===== config.mk =====
export PLATFORM = sky130hd
export DESIGN_NAME = fifo_wr_arb
export DESIGN_NICKNAME = d
export VERILOG_FILES = /design/src/rtl/fifo_wr_arb.sv
export SDC_FILE = /design/constraint.sdc
export NUM_CORES = 1
export LEC_CHECK = 0
export CELL_PAD_IN_SITES_DETAIL_PLACEMENT = 1
export CELL_PAD_IN_SITES_GLOBAL_PLACEMENT = 1
export CORE_AREA = 4 4 162 164
export CTS_CLUSTER_DIAMETER = 80
export CTS_CLUSTER_SIZE = 30
export DETAILED_ROUTE_END_ITERATION = 8
export DIE_AREA = 0 0 166 168
export DONT_BUFFER_PORTS = 1
export PLACE_DENSITY = 0.3
export SYNTH_ARGS = -nofsm -noshare
export SYNTH_HDL_FRONTEND = slang
export SYNTH_SLANG_ARGS = --single-unit

===== constraint.sdc =====
create_clock -name wclk -period 2.16 [get_ports wclk]
set_input_delay 0.324 -clock wclk [delete_from_list [all_inputs] [get_ports wclk]]
set_output_delay 0.324 -clock wclk [all_outputs]
set_load 0.05 [all_outputs]

===== src/rtl/fifo_wr_arb.sv =====
// Round-robin write-port arbiter for the dual-clock FIFO, write-clock domain.
// Grants one requester per burst; a burst ends on last or after MAXBURST beats, and wfull stalls the port.
module fifo_wr_arb #(
  parameter int DSIZE    = 80,
  parameter int NREQ     = 4,
  parameter int MAXBURST = 8,
  localparam int GW      = (NREQ > 1) ? $clog2(NREQ) : 1,
  localparam int CW      = $clog2(MAXBURST + 1)
) (
  input  logic                   wclk,
  input  logic                   wrst_n,
  input  logic [NREQ-1:0]        req_valid,
  input  logic [NREQ-1:0]        req_last,
  input  logic [NREQ*DSIZE-1:0]  req_data,
  output logic [NREQ-1:0]        req_ready,
  input  logic                   wfull,
  output logic [DSIZE-1:0]       wdata,
  output logic                   winc,
  output logic [GW-1:0]          grant_id,
  output logic                   busy
);

  typedef enum logic {
    ST_IDLE  = 1'b0,
    ST_GRANT = 1'b1
  } state_t;

  state_t          r_state;
  logic [GW-1:0]   r_grant;
  logic [GW-1:0]   r_prev;
  logic [CW-1:0]   r_beat_cnt;

  logic [DSIZE-1:0] w_data_arr [NREQ];
  logic [GW-1:0]    w_next;
  logic [GW-1:0]    w_scan_idx;
  logic             w_found;
  logic             w_grant_active;
  logic             w_sel_valid;
  logic             w_sel_last;
  logic             w_beat_end;

  for (genvar i = 0; i < NREQ; i++) begin : g_unpack
    assign w_data_arr[i] = req_data[i*DSIZE +: DSIZE];
  end

  // Round-robin scan: first valid requester at or after prev+1, wrapping modulo NREQ.
  always_comb begin
    // NOTE: every variable gets a default before any conditional write, so no latch is inferred.
    w_found    = 1'b0;
    w_next     = '0;
    w_scan_idx = '0;
    for (int k = 1; k <= NREQ; k++) begin
      w_scan_idx = GW'((int'(r_prev) + k) % NREQ);
      if (!w_found && req_valid[w_scan_idx]) begin
        w_found = 1'b1;
        w_next  = w_scan_idx;
      end
    end
  end

  assign w_grant_active = (r_state == ST_GRANT);
  assign w_sel_valid    = req_valid[r_grant];
  assign w_sel_last     = req_last[r_grant];

  assign winc      = w_grant_active & w_sel_valid & ~wfull;
  assign wdata     = w_data_arr[r_grant];
  assign busy      = w_grant_active;
  assign grant_id  = r_grant;
  assign w_beat_end = w_sel_last | (r_beat_cnt == CW'(MAXBURST - 1));

  always_comb begin
    req_ready = '0;
    if (w_grant_active && !wfull) req_ready[r_grant] = 1'b1;
  end

  // NOTE: sequential state uses non-blocking assignments so every register samples pre-edge values.
  always_ff @(posedge wclk or negedge wrst_n) begin
    if (!wrst_n) begin
      r_state    <= ST_IDLE;
      r_grant    <= '0;
      r_prev     <= GW'(NREQ - 1);
      r_beat_cnt <= '0;
    end else begin
      case (r_state)
        ST_IDLE: begin
          if (w_found) begin
            r_grant    <= w_next;
            r_beat_cnt <= '0;
            r_state    <= ST_GRANT;
          end
        end
        ST_GRANT: begin
          // The grant is held through valid gaps; only an accepted beat can end the burst.
          if (winc) begin
            r_beat_cnt <= r_beat_cnt + CW'(1);
            if (w_beat_end) begin
              r_prev  <= r_grant;
              r_state <= ST_IDLE;
            end
          end
        end
        default: r_state <= ST_IDLE;
      endcase
    end
  end

endmodule


==> results of run 1 <==
-- Yosys cell counts, drive strengths merged (2+ instances only) --
cell    instances  area (um^2)
mux4           82         1850
buf            12         75.1
clkbuf          9         33.8
dfrtp           7          175
mux2i           4         40.0
nand2           4         15.0
o21ai           4         20.0
a21oi           3         15.0
and3            3         18.8
and3b           3         26.3
inv             3         11.3
nor2            3         11.3
dfstp           2         52.6
mux2            2         22.5
nor2b           2         12.5
nor4            2         12.5
o31ai           2         15.0
-- worst paths after layout --
kind / from / end / slack (ns)
max: grant_id[0] / wdata[26] / 0.03
min: req_valid[3] / grant_id[1] / 0.29
max reg2reg: grant_id[0] / r_prev[1] / 0.26
min reg2reg: r_beat_cnt[3] / r_beat_cnt[3] / 0.47
max in group asynchronous: wrst_n / grant_id[0] / 1.32
min in group asynchronous: wrst_n / r_beat_cnt[3] / 0.48
-- timing repair --
action | CTS | global route
gates cloned | 0 | 0
hold buffers | 1 | 0
endpoints found under the hold margin | 9 | 0
endpoints found under the setup margin | 34 | 13
setup buffers | 1 | 0
resized for setup | 0 | 2
-- worst max-delay path: stages (launching register included) --
cell	delay, ns
dfrtp_4	0.52
buf_12	0.28
mux4_2	0.73
-- state kept, by name, summed over array words and instances (netlist names) --
signal and cells:
grant_id 2, r_beat_cnt 4, busy 1, r_prev 2
-- per-layer routing --
metal  wire, um  vias to the layer above  global-route usage
met4        218                       12              0.0215
met2       7710                      228               0.166
li1           -                      750                   -
met1       5130                     1147               0.104
met5        103                        -                   0
met3       1520                       26              0.0425
-- area by class of cell --
| class | count | area, um^2 | area share |
|---|---|---|---|
| Timing Repair Buffer | 20 | 273 | 0.0858 |
| Sequential cell | 9 | 235 | 0.0740 |
| Clock buffer | 4 | 78.8 | 0.0248 |
| Tap cell | 330 | 413 | 0.130 |
| Multi-Input combinational cell | 124 | 2160 | 0.678 |
| Inverter | 3 | 11.3 | 0.00354 |
| Antenna cell | 5 | 12.5 | 0.00393 |
-- power breakdown --
| part | internal, mW | switching [mW] | total (mW) |
|---|---|---|---|
| logic | 1.91 | 4.37 | 6.29 |
| clock network | 0.247 | 0.0858 | 0.333 |
| registers | 0.274 | 0.151 | 0.425 |
| total | 2.44 | 4.61 | 7.05 |
-- cells by family after synthesis --
family          Yosys count  synth area share
compound gates           14            0.0392
fa+ha+maj                 1           0.00503
buf+inv                  24            0.0483
flops                     9            0.0915
mux                      88             0.768
simple gates             21            0.0483
==> flow_summary_export.csv, run 1 <==
group,metric,value,unit
route,drt-initial-drc-count,89,
placement,hpwl,13400,um
timing,maxSlewViolCount,0,
placement,dpl_worst_slack,0.225,ns
timing,min_period,2.13,ns
timing,hold_ws,0.294,ns
hold_path,worst_hold_path.num_cells,2,
cells_and_area,fin_area,0.00318,mm^2
timing,finalSetupTns,0,ns
clocking,clk_pin_slew_worst_paths,0.04,ns
synth,ys_types,30,
cells_and_area,final_cell_mix,"mux4_2, buf_4, buf_12",
clocking,htreeDepth,1,
worst_setup_path,worstPathArrival,1.80,ns
synth,syn_avg_cell_area,15.8,um^2
cells_and_area,layout-drive-gt1-share,0.706,
cells_and_area,final_cell_count_no_fill,495,
worst_setup_path,worstPathMaxFanout,35,
timing,fmax,0.470,GHz
cells_and_area,nNetsFinal,493,
cells_and_area,syn2layout_area_growth,27.9,%
worst_setup_path,endpoint_kind,"output port",
global_routing,grt_pass1_wl,19700,um
global_routing,grt_usage,0.0940,
floorplan,core_area,0.0249,mm^2
placement,routabilityCongestion,0.890,
global_routing,grt_pass1_vias,2244,
worst_setup_path,crit_type,"reg -> out",
pwr,leakagePower,0.971,nW
route,vias_per_cell,4.37,
synth,yosys_register_bits,9,
clocking,clk_path_buf_depth,2,
global_routing,grt_max_degree,48,
cells_and_area,fill_cells,2854,
clocking,cts_sinks,9,
clocking,clk_latency,0.24,ns
floorplan,die_h,168,um
pwr,ir_worst_vdd,0.00106,V
synth,synth_ff_type,"dfrtp_1",
global_routing,grt_overflow_total,0,
route,drtPass1Iterations,4,
route,wl_per_cell,29.7,um
timing,worst_slack,0.0314,ns
placement,dp_cells,484,
outcome,status,"complete, no violations",
cells_and_area,final_common_cell,"mux4_2",
synth,synthCells,157,
route,ant_nets,0,
timing,fin_crit_sh,0.985,
floorplan,rows,58,
route,drc_errors,0,
clocking,root_buffer,"clkbuf_16",
hold_path,hp-class,"in -> reg",
worst_setup_path,ff2ff_path_depth,4,
clocking,cts_buffers,3,
synth,synth-edff-count,0,
synth,seq_area_frac_synth,0.0915,
timing,hold_viol_final,0,
floorplan,die_width,166,um
placement,placed_cell_area,0.00306,mm^2
timing,finClkSkew,0.00241,ns
synth,async_flop_share,1.00,
floorplan,dieArea,0.0279,mm^2
route,vias,2163,
synth,syn_nets,489,
timing,rsz0062_at_grt,"yes",
floorplan,num_io_pins,419,
synth,netlist_area,0.00249,mm^2
placement,port_buffers,0,
worst_setup_path,critPathLaunchType,"register",
pwr,total_power,7.05,mW
synth,yosysWarnings,0,
route,totalWireLength,14700,um
clocking,cts_tree,"built",
timing,setup_viol,0,
pwr,powerDensity,2220,mW/mm^2
timing,tightest_slew,0.472,ns
global_routing,antenna_found_initial,11,
cells_and_area,postLayoutCoreUtil,0.128,
timing,relSlewSlack,0.684,
floorplan,initial_core_util,0.0999,
worst_setup_path,crit_required,1.84,ns
flow_run,maxCapViolations,0,
Note: power is estimated with default switching activity, not from simulation.
==> inputs of run 2 (changes only) <==
--- a/config.mk
+++ b/config.mk
@@ -17,3 +17,4 @@
 export SYNTH_ARGS = -nofsm -noshare
 export SYNTH_HDL_FRONTEND = slang
 export SYNTH_SLANG_ARGS = --single-unit
+export TNS_END_PERCENT = 50
==> results of run 2 <==
The final DEF is identical to that of run 1; final timing and power are the same.
